[src/rtl/pstprc_upload_framer.sv]
// pstprc_upload_framer
// Buffers 64-bit I/Q demodulation results and emits one framed 32-bit word
// stream per trigger: header, then I and Q of each result, over valid/ready.
// Optional feature macro: UPLOAD_CHKSUM_EN appends an XOR checksum word
// (CHK state) after the last Q word of every frame.
module pstprc_upload_framer #(
  parameter int          DEPTH = 16,
  parameter logic [7:0]  SYNC  = 8'hA5
) (
  input  logic        clk,
  input  logic        rst_n,
  input  logic        pstprc_fifo_wren,
  input  logic [63:0] pstprc_IQ_seq_o,
  input  logic        Pstprc_finish,
  input  logic        pstprc_num_en,
  input  logic [3:0]  Pstprc_num,
  output logic [31:0] upl_data,
  output logic        upl_valid,
  input  logic        upl_ready,
  output logic        upl_last,
  output logic [15:0] frm_cnt,
  output logic        ovf_err
);

  localparam int AW = $clog2(DEPTH);
  localparam int CW = AW + 1;

`ifdef UPLOAD_CHKSUM_EN
  typedef enum logic [2:0] {IDLE, HDR, DQ_I, DQ_Q, CHK} state_t;
`else
  typedef enum logic [2:0] {IDLE, HDR, DQ_I, DQ_Q} state_t;
`endif

  state_t state_reg, state_next;

  logic [63:0]   mem [DEPTH];
  logic [AW-1:0] wr_ptr, rd_ptr, rd_ptr_inc;
  logic [CW-1:0] count;
  logic [3:0]    num_reg, n_frm, pend, res_cnt, res_next;
  logic          full, wr_ok, pop, accept, start_ok, frame_start, frame_end;
  logic [63:0]   head;
  logic [31:0]   next_i;
  logic [31:0]   data_next;
  logic          valid_next, last_next;
`ifdef UPLOAD_CHKSUM_EN
  logic [31:0]   chk_reg, chk_next;
`endif

  assign full       = (count == CW'(DEPTH));
  assign wr_ok      = pstprc_fifo_wren && !full;
  assign rd_ptr_inc = rd_ptr + 1'b1;
  assign head       = mem[rd_ptr];
  // I word of the entry behind the head, needed when popping and continuing
  assign next_i     = mem[rd_ptr_inc][63:32];
  assign accept     = upl_valid && upl_ready;
  assign start_ok   = (pend != 4'd0) && (count >= {{(CW-4){1'b0}}, num_reg});

  // Result storage; no reset so it maps onto RAM
  always_ff @(posedge clk) begin
    if (wr_ok) mem[wr_ptr] <= pstprc_IQ_seq_o;
  end

  // Next-state and next-output logic; outputs hold unless a transition occurs
  always_comb begin
    state_next  = state_reg;
    data_next   = upl_data;
    valid_next  = upl_valid;
    last_next   = upl_last;
    pop         = 1'b0;
    frame_start = 1'b0;
    frame_end   = 1'b0;
    res_next    = res_cnt;
`ifdef UPLOAD_CHKSUM_EN
    chk_next    = chk_reg;
`endif
    case (state_reg)
      IDLE: begin
        if (start_ok) begin
          state_next  = HDR;
          frame_start = 1'b1;
          valid_next  = 1'b1;
          data_next   = {SYNC, 4'h0, num_reg, frm_cnt};
          res_next    = 4'd0;
`ifdef UPLOAD_CHKSUM_EN
          last_next   = 1'b0;
          chk_next    = 32'h0;
`else
          last_next   = (num_reg == 4'd0);
`endif
        end
      end
      HDR: begin
        if (accept) begin
          if (n_frm != 4'd0) begin
            state_next = DQ_I;
            data_next  = head[63:32];
            last_next  = 1'b0;
          end else begin
`ifdef UPLOAD_CHKSUM_EN
            state_next = CHK;
            data_next  = 32'h0;
            last_next  = 1'b1;
`else
            state_next = IDLE;
            frame_end  = 1'b1;
            valid_next = 1'b0;
            data_next  = 32'h0;
            last_next  = 1'b0;
`endif
          end
        end
      end
      DQ_I: begin
        if (accept) begin
          state_next = DQ_Q;
          data_next  = head[31:0];
`ifdef UPLOAD_CHKSUM_EN
          chk_next   = chk_reg ^ upl_data;
          last_next  = 1'b0;
`else
          last_next  = (res_cnt == n_frm - 4'd1);
`endif
        end
      end
      DQ_Q: begin
        if (accept) begin
          pop      = 1'b1;
          res_next = res_cnt + 4'd1;
`ifdef UPLOAD_CHKSUM_EN
          chk_next = chk_reg ^ upl_data;
`endif
          if (res_cnt == n_frm - 4'd1) begin
`ifdef UPLOAD_CHKSUM_EN
            state_next = CHK;
            data_next  = chk_reg ^ upl_data;
            last_next  = 1'b1;
`else
            state_next = IDLE;
            frame_end  = 1'b1;
            valid_next = 1'b0;
            data_next  = 32'h0;
            last_next  = 1'b0;
`endif
          end else begin
            state_next = DQ_I;
            data_next  = next_i;
            last_next  = 1'b0;
          end
        end
      end
`ifdef UPLOAD_CHKSUM_EN
      CHK: begin
        if (accept) begin
          state_next = IDLE;
          frame_end  = 1'b1;
          valid_next = 1'b0;
          data_next  = 32'h0;
          last_next  = 1'b0;
        end
      end
`endif
      default: state_next = IDLE;
    endcase
  end

  // State, FIFO bookkeeping, counters and registered stream outputs
  always_ff @(posedge clk or negedge rst_n) begin
    if (!rst_n) begin
      state_reg <= IDLE;
      wr_ptr    <= '0;
      rd_ptr    <= '0;
      count     <= '0;
      num_reg   <= 4'd1;
      n_frm     <= 4'd0;
      pend      <= 4'd0;
      res_cnt   <= 4'd0;
      frm_cnt   <= 16'd0;
      ovf_err   <= 1'b0;
      upl_data  <= 32'h0;
      upl_valid <= 1'b0;
      upl_last  <= 1'b0;
`ifdef UPLOAD_CHKSUM_EN
      chk_reg   <= 32'h0;
`endif
    end else begin
      state_reg <= state_next;
      upl_data  <= data_next;
      upl_valid <= valid_next;
      upl_last  <= last_next;
      res_cnt   <= res_next;
`ifdef UPLOAD_CHKSUM_EN
      chk_reg   <= chk_next;
`endif
      if (wr_ok) wr_ptr <= wr_ptr + 1'b1;
      if (pop)   rd_ptr <= rd_ptr_inc;
      case ({wr_ok, pop})
        2'b10:   count <= count + 1'b1;
        2'b01:   count <= count - 1'b1;
        default: count <= count;
      endcase
      // A full FIFO drops the write even if a pop happens the same cycle
      if (pstprc_fifo_wren && full) ovf_err <= 1'b1;
      if (pstprc_num_en) num_reg <= Pstprc_num;
      if (frame_start) n_frm <= num_reg;
      // A finish pulse and a frame start in the same cycle cancel out
      case ({Pstprc_finish, frame_start})
        2'b10:   if (pend != 4'd15) pend <= pend + 4'd1;
        2'b01:   pend <= pend - 4'd1;
        default: pend <= pend;
      endcase
      if (frame_end) frm_cnt <= frm_cnt + 16'd1;
    end
  end

endmodule
[config.mk]
export PLATFORM = sky130hd
export DESIGN_NAME = pstprc_upload_framer
export DESIGN_NICKNAME = d
export VERILOG_FILES = /design/src/rtl/pstprc_upload_framer.sv
export SDC_FILE = /design/constraint.sdc
export NUM_CORES = 1
export LEC_CHECK = 0
export CORE_AREA = 2 2 212 371
export DETAILED_ROUTE_END_ITERATION = 12
export DIE_AREA = 0 0 214 373
export PLACE_DENSITY = 0.91
export SLEW_MARGIN = 20
export SYNTH_ARGS = -nofsm -noshare
export SYNTH_HDL_FRONTEND = slang
export SYNTH_SLANG_ARGS = --single-unit
[constraint.sdc]
create_clock -name clk -period 7.02 [get_ports clk]
set_input_delay 1.404 -clock clk [delete_from_list [all_inputs] [get_ports clk]]
set_output_delay 1.404 -clock clk [all_outputs]
set_load 0.1 [all_outputs]
== After elaboration in Yosys (flattened, before gate mapping) ==
Memory sizes are Yosys's and may differ from the RTL's.
Index checks and enable logic that the tools add are counted.

* Input bits: 74
* Memory bits (writable): 1024
* Memories: 1
* ROM bits: 0
* Logic and storage cells: 105
* Bits in registers: 83
* Bits in latches: 0

* Bitwise logic cells: 0
* $mul: 0
* Reduce and logical (&&, ||, !) cells: 22
* Eq/ne operators: 18
* $add $sub $neg: 9
* Div/mod/pow operators: 0
* Mux-type cells: 41
* Shift-type cells: 0
* $lt $le $gt $ge: 1

{| class="wikitable"
|+ Memory list
! name !! depth !! width !! rd ports !! clocked after memory_dff !! wr ports !! line !! text
|-
| mem || 16 || 64 || 2 || 0 || 1 || 36 || <nowiki>logic [63:0] mem [DEPTH];</nowiki>
|}

{| class="wikitable"
|+ Operators with widths
! cell !! number
|-
| two-way mux 32 bit || 6
|-
| case mux 32 bit (4 select lines) || 1
|-
| two-way mux 1 bit || 18
|-
| adder 16 x 1 -> 16 bit, second input constant || 1
|-
| adder 4 x 1 -> 4 bit, second input constant || 4
|-
| case mux 4 bit (2 select lines) || 2
|-
| inequality test 2 bit, second input constant || 7
|-
| two-way mux 3 bit || 4
|-
| two-way mux 4 bit || 3
|-
| case mux 3 bit (4 select lines) || 1
|-
| nonzero test 4 bit || 3
|-
| case mux 5 bit (2 select lines) || 1
|-
| AND reduction 4 bit || 2
|-
| subtractor 4 x 1 -> 4 bit, second input constant || 2
|-
| equality test 3 x 2 -> 1 bit, second input constant || 2
|-
| case mux 1 bit (3 select lines) || 2
|-
| AND reduction 6 bit || 1
|-
| nonzero test 2 bit || 3
|-
| nonzero test 3 bit || 2
|-
| adder 5 x 1 -> 5 bit, second input constant || 1
|-
| equality test 5 bit, second input constant || 1
|-
| >= comparator 5 x 4 -> 1 bit || 1
|-
| AND reduction 5 bit || 1
|-
| subtractor 5 x 1 -> 5 bit, second input constant || 1
|-
| 15 further kinds || 21
|}

== Longest topological paths before layout ==
Gate-level depths: netlist (run 1).

* Depth in word-level cells: 7
* Mapped depth: 14
* Gate-level depth less buffers: 14

== Worst setup path after synthesis (run 1) ==
OpenSTA, ideal clock, no wires.

* Path type: input -> register
* Start point: input pstprc_fifo_wren
* End point: memory mem[3][0], enable pin
* Path slack: 144 ps
* Arrival: 6312 ps
* Library setup time: 565 ps
* Required time: 6455 ps
* Cell stages on the path: 4
* Path buffers: 1
* Cell sequence: nor2b_1 > clkbuf_1 > nand2_1 > nor3_1

* Cells in the longest elaborated chain, start to end: 3

{| class="wikitable"
|+ RTL lines
! element !! line !! text
|-
| from (decl) || 12 || <nowiki>input logic pstprc_fifo_wren,</nowiki>
|-
| logical AND 1 bit || 50 || <nowiki>assign wr_ok = pstprc_fifo_wren && !full;</nowiki>
|-
| two-way mux 1 bit || 60 || <nowiki>if (wr_ok) mem[wr_ptr] <= pstprc_IQ_seq_o;</nowiki>
|-
| two-way mux 1 bit (implied by the code) || 60 ||
|-
| to (decl) || 36 ||
|}

No other way between the ends.

== Worst setup path in the final report (run 1) ==
* Start point: register rd_ptr[1]
* End point: register upl_data[31]

* Cells in the longest elaborated chain, start to end: 5
* Elaborated cells on any way between the ends: 8

{| class="wikitable"
|+ RTL lines
! element !! line !! text
|-
| from (decl) || 37 || <nowiki>logic [AW-1:0] wr_ptr, rd_ptr, rd_ptr_inc;</nowiki>
|-
| from (signal assigned) || 195 || <nowiki>if (pop) rd_ptr <= rd_ptr_inc;</nowiki>
|-
| adder 4 x 1 -> 4 bit || 51 || <nowiki>assign rd_ptr_inc = rd_ptr + 1'b1;</nowiki>
|-
| memory (16 x 64 bit) * || n/a ||
|-
| two-way mux 32 bit || 132 || <nowiki>if (res_cnt == n_frm - 4'd1) begin</nowiki>
|-
| two-way mux 32 bit || 126 || <nowiki>if (accept) begin</nowiki>
|-
| case mux 32 bit (4 select lines) * || 76 || <nowiki>case (state_reg)</nowiki>
|-
| to (signal assigned) || 187 || <nowiki>upl_data <= data_next;</nowiki>
|-
| to (decl) || 17 || <nowiki>output logic [31:0] upl_data,</nowiki>
|}

Mark *: on every way between the ends. The rest lies on a longest branch, timed or not. The select of a mux whose other input is x is not followed.
A chain may end at the register's enable or synchronous reset.

==> flow_summary.ini, run 1 <==
[outcome]
status = finished, final reports clean

[critical_path]
critPathBufInv = 1
ff2ff_path_depth = 7
crit_path_end = upl_data[31]$_DFFE_PN0P_
cp_data_arrival_time_ps = 5050
cp_slowest_cell = a41oi_1
r2r-end = upl_data[31]$_DFFE_PN0P_
setup.worst_path.start_class = flip-flop
crit_type = flip-flop to flip-flop
required_ps = 7570
cp_max_fo = 39
critPathTopFamily = compound AO/OA/AOI/OAI gates
cp-end-kind = flip-flop
rrSetupSlack_ps = 2520
cp.depth = 7
critPathLaunch = rd_ptr[1]$_DFFE_PN0P_
max_stage_delay_ps = 950
r2r_start = rd_ptr[1]$_DFFE_PN0P_
path_cells = nor2b_2 > buf_4 > a22oi_1 > a41oi_1 > o21ai_1 > a2111oi_0 > nor2_1

[place]
hpwlAfterDp_um = 74600
gp_congestion = 0.914
port_buffers = 124
place_inst = 3510
dpl_cell_area_mm2 = 0.0498

[cts]
postCtsSetupBuffers = 0
clockBufferDepth = 3
cts_root_buffer = clkbuf_16
clk_latency_ps = 710
ctsResizeCount = 0
ctsHoldBuffers = 0
cts_tree = done
htree_levels = 3
cts_buffers = 89
clk_pin_slew_ps = 70
cts_sinks = 1106

[synthesis]
synth_cells = 2457
synth_flop_cell = edfxtp_1
synth_nets = 2551
ys_seq_area_share_pct = 69.2
ys_ff_latch = 1106
synth_cell_type_count = 58
synth_area_per_cell_um2 = 19.3
synth-edff-count = 1024
async_flop_share_pct = 7.41
ys_warn_count = 0
synthesis.area_mm2 = 0.0474

[timing]
min_period_ps = 4500
finClkSkew_ps = 22.3
drv_slew = 0
fmax_mhz = 222
worst_pin_slew_ps = 1270
rsz0062_at_grt = false
slew_headroom_pct = 15.3
finalCritPeriodShare_pct = 64.1
hold_violations = 0
finalSetupViolations = 0
fin_setup_tns_ps = 0

[detailed_routing]
antenna_left = 0
num_vias = 27800
wl_um = 136000
dr.pass1.iters = 8
wl_per_cell_um = 36.9
via_per_inst = 7.54
drc = 0
dr.first_iter.drc_count = 5257

[pwr]
power.total_mw = 23.0
p_leak_nw = 17.2
ir_worst_vdd_mv = 0.553
p_per_area_mw_per_mm2 = 436

[grt]
grt_pass1_vias = 28500
track_usage_pct = 34.5
grt-ovfl-total = 0
antenna_found_initial = 9
grt_pass1_wl_um = 197000
grt_max_degree = 113

[floorplanning]
coreArea_mm2 = 0.0769
rows = 135
die_h_um = 373
dieArea_mm2 = 0.0798
num_io_pins = 125
start_util_pct = 61.7
die_w_um = 214

[final_layout]
final_area_mm2 = 0.0527
largest_register = mem
reg_top3 = mem x1024, upl_data x32, frm_cnt x16
fill_cells = 4290
nNetsFinal = 2669
fin_util_pct = 68.6
syn2layout_area_growth_pct = 11.3
stdcell_count = 3684
drive_above_1_share_pct = 21.8
largest_reg_flops = 1024

[worst_hold_path]
hp-class = flip-flop to flip-flop

[run]
cap_violations = 0
-- area by class of cell --
class | instances | area, um^2 | area share (%)
Multi-Input combinational cell | 1172 | 13700 | 26.1
Timing Repair Buffer | 186 | 1870 | 3.56
Clock buffer | 107 | 2330 | 4.41
Inverter | 20 | 75.1 | 0.142
Sequential cell | 1106 | 32800 | 62.2
Antenna cell | 7 | 17.5 | 0.0332
Tap cell | 1027 | 1280 | 2.44
Clock inverter | 59 | 587 | 1.11
-- routing by layer --
layer  routed length [um]  vias to the layer above  GRT usage (%)
met4                10400                        4           23.7
met1                40200                    13900           40.5
met3                18100                      702           9.13
met2                67300                     2777           55.9
met5                   26                        -              0
li1                     -                    10400              -
-- placed cells by master (no fill, tap or decap), drive strengths merged, types with 18 or more instances in the layout --
cell type,instances
o22ai,21
xnor2,25
a21oi,41
a211oi,72
nor2,65
dfrtp,81
a22oi,38
buf,63
nor2b,47
clkinv,42
o21ai,47
ha,18
nand2,66
mux4,336
clkdlybuf4s50,123
mux2i,203
edfxtp,1024
nor3,50
clkbuf,107
inv,26
nand3,26
-- synthesized netlist by cell type, types with 11 or more instances --
cell,count,area [um^2]
edfxtp_1,1024,30700
o22ai_1,21,131
buf_4,37,278
mux4_2,336,7570
buf_2,44,220
xor2_1,13,114
ha_1,18,225
a22oi_1,38,285
a21oi_1,41,205
xnor2_1,25,219
nand2b_1,11,68.8
nor3_1,49,245
o21ai_0,32,160
nor2_1,64,240
clkbuf_1,49,184
mux2i_1,203,2030
a211oi_1,72,541
inv_1,20,75.1
buf_6,21,236
nor2b_1,47,294
nand3_1,26,130
dfrtp_1,81,2030
o21ai_1,15,75.1
a31oi_1,16,100
nand2_1,66,248
-- power by group --
part | leakage [nW] | internal (mW) | switching (mW)
Combinational | 5.48 | 3.57 | 5.61
Sequential | 10.3 | 8.02 | 0.674
Clock | 1.44 | 2.76 | 2.39
Total | 17.2 | 14.3 | 8.67
-- worst min-delay path by stage --
stage                     cells after the start                  from  slack, ps              endpoint
after floorplan                               1  count[4]$_DFFE_PN0P_        460  count[4]$_DFFE_PN0P_
after global placement                        1   ovf_err$_DFFE_PN0P_        440   ovf_err$_DFFE_PN0P_
after detailed placement                      1   ovf_err$_DFFE_PN0P_        450   ovf_err$_DFFE_PN0P_
after CTS                                     1   ovf_err$_DFFE_PN0P_        460   ovf_err$_DFFE_PN0P_
after global routing                          1   ovf_err$_DFFE_PN0P_        470   ovf_err$_DFFE_PN0P_
final                                         1   ovf_err$_DFFE_PN0P_        450   ovf_err$_DFFE_PN0P_
-- logic make-up after synthesis --
family | Yosys count | share of synthesized area [%]
xor gates and xnor gates | 38 | 0.702
DFF | 1106 | 69.2
adders and majority gates | 20 | 0.560
buffers and inverters | 179 | 2.16
AOI/OAI and AO/OA | 279 | 3.94
and+or+nand+nor | 287 | 2.94
muxes | 548 | 20.5
-- stage by stage --
stage,setup WS [ps],hold slack (ps)
4_1_cts,2820,457
3_3_place_gp,2430,438
5_1_grt,2600,471
3_5_place_dp,2310,445
6_report,2520,454
2_1_floorplan,144,456
(Power assumes the default switching activity.)
==> run 2: changes to the inputs <==
==> constraint.sdc (replaced) <==
create_clock -name clk -period 4.4 [get_ports clk]
set_input_delay 0.88 -clock clk [delete_from_list [all_inputs] [get_ports clk]]
set_output_delay 0.88 -clock clk [all_outputs]
set_load 0.1 [all_outputs]
==> run 2 against run 1 <==
Net effect:
- cell count rose by 0.68%
- flip-flop and latch count did not move
- sequential share of layout area fell by 0.57 points
- clock skew rose by 7.1 ps
- hold slack got worse by 140 ps
- clock power rose by 62%
- core utilization rose by 0.63 points
- critical path depth rose by 1
- combinational power rose by 67%
- via count rose by 2.4%
==> flow_summary.ini, run 2 (same netlist as run 1, synthesis figures left out) <==
[detailed_routing]
dr.first_iter.drc_count = 5258
antenna_left = 0
via_per_inst = 7.67
dr.pass1.iters = 8
drc = 0
wl_um = 139000
wl_per_cell_um = 37.6
num_vias = 28500

[pwr]
internal-power_mw = 23.3
p_leak_nw = 17.4
ir_worst_vdd_mv = 0.549
combinationalPowerShare_pct = 40.8
p_sw_share_pct = 37.8
p_clk_share_pct = 22.3
power.switching_mw = 14.1
power.total_mw = 37.4
p_per_area_mw_per_mm2 = 703
seqPwrFrac_pct = 36.9

[grt]
grt-ovfl-total = 0
grt_pass1_vias = 29300
grt_pass1_wl_um = 202000
track_usage_pct = 35.3
antenna_found_initial = 15
grt_max_degree = 75

[cts]
cts_tree = done
cts_buffers = 89
postCtsSetupBuffers = 0
cts_root_buffer = clkbuf_16
htree_levels = 3
cts_sinks = 1106
clk_latency_ps = 700
ctsHoldBuffers = 0
ctsResizeCount = 0
clockBufferDepth = 3
clk_pin_slew_ps = 70

[timing]
worst_pin_slew_ps = 1210
slew_headroom_pct = 18.6
min_period_ps = 3880
finClkSkew_ps = 29.4
finalCritPeriodShare_pct = 88.1
hold_violations = 0
finalSetupViolations = 0
rsz0062_at_grt = false
fmax_mhz = 258
drv_slew = 0

[final_layout]
fill_cells = 4162
nNetsFinal = 2697
final_area_mm2 = 0.0532
largest_register = mem
syn2layout_area_growth_pct = 12.3
reg_top3 = mem x1024, upl_data x32, frm_cnt x16
largest_reg_flops = 1024
layout_commonest_cell = edfxtp_1
drive_above_1_share_pct = 22.6
layout_common_cells = edfxtp_1, mux4_2, mux2i_1

[place]
hpwlAfterDp_um = 76600
dpl_cell_area_mm2 = 0.0502
port_buffers = 124
gp_congestion = 0.885

[critical_path]
r2r_start = rd_ptr[2]$_DFFE_PN0P_
crit_type = flip-flop to flip-flop
cp_max_fo = 40
ff2ff_path_depth = 8
critPathLaunch = rd_ptr[2]$_DFFE_PN0P_
r2r-end = upl_data[14]$_DFFE_PN0P_
required_ps = 4970
setup.worst_path.start_class = flip-flop
rrSetupSlack_ps = 520
cp_data_arrival_time_ps = 4440
cp-end-kind = flip-flop

[floorplanning]
coreArea_mm2 = 0.0769
num_io_pins = 125
start_util_pct = 61.7
rows = 135
die_h_um = 373
dieArea_mm2 = 0.0798
die_w_um = 214

[worst_hold_path]
hp-class = primary input to asynchronous set/reset pin

[outcome]
status = finished, final reports clean

[run]
cap_violations = 0
## run 2: cell types whose count changed in the layout (fill, tap and decap cells not counted), moves of 2 or more
cell,delta
nor3_4,+4
inv_6,-3
buf_12,+16
buf_4,+13
clkinv_8,-2
clkinv_2,-2
nor2_1,+2
clkinvlp_4,+2
bufinv_16,+2
clkinv_1,-7
nor3_2,-4
inv_16,+2
## run 2: how the worst max path moves through the flow
| stage | slack [ps] | to |
|---|---|---|
| 6_report | 520 | upl_data[14]$_DFFE_PN0P_ |
| 5_1_grt | 570 | upl_data[14]$_DFFE_PN0P_ |
| 4_1_cts | 890 | upl_data[18]$_DFFE_PN0P_ |
| 3_5_place_dp | 600 | mem[15][5]$_DFFE_PP_ |
| 3_3_place_gp | 730 | mem[15][5]$_DFFE_PP_ |
| 2_1_floorplan | -240 | mem[15][0]$_DFFE_PP_ |
## run 2: critical path, stage by stage (launching register included)
cell      delay [ps]
dfrtp_4          970
nand3_1          360
xor2_4           250
buf_4            280
nor2b_1          270
a211oi_1         110
a211oi_1        1010
nor3_1           100
a311oi_1         340
## run 2: per-layer routing
| layer | global-route usage [%] | part of all wire, % |
|---|---|---|
| met1 | 41.6 | 29 |
| met2 | 56.1 | 48 |
| met3 | 10.1 | 14 |
| met4 | 25.1 | 8.4 |
| met5 | 0 | 0.071 |
## run 2: power groups by stage
stage	Clock (mW)	Combinational, mW	Sequential [mW]
after floorplan	0	9.26	14.6
after global placement	0	13.8	13.8
after detailed placement	0	14.4	13.9
after CTS	8.34	14.8	13.8
after global routing	8.66	15.6	13.9
final	8.33	15.3	13.8
## run 2: through the flow
step	TNS, ps	hold WS [ps]	setup WS, ps	cells	util (%)
global route	0	359	567	3708	69.2
floorplan	-129050	456	-236	2457	-
finish	0	313	525	3709	69.2
CTS	0	299	891	3701	69.2
detailed placement	0	476	599	3539	65.3
global placement	0	440	728	3539	65.3
## run 2: final cells by class
| cell class | count | area, um^2 | area share [%] |
|---|---|---|---|
| clock inverter | 53 | 627 | 1.18 |
| timing repair buffer | 214 | 2260 | 4.26 |
| antenna | 8 | 20.0 | 0.0376 |
| inverter | 20 | 75.1 | 0.141 |
| clock buffer | 109 | 2350 | 4.43 |
| sequential | 1106 | 32800 | 61.7 |
| tap | 1027 | 1280 | 2.42 |
| multi-input combinational | 1172 | 13800 | 25.9 |
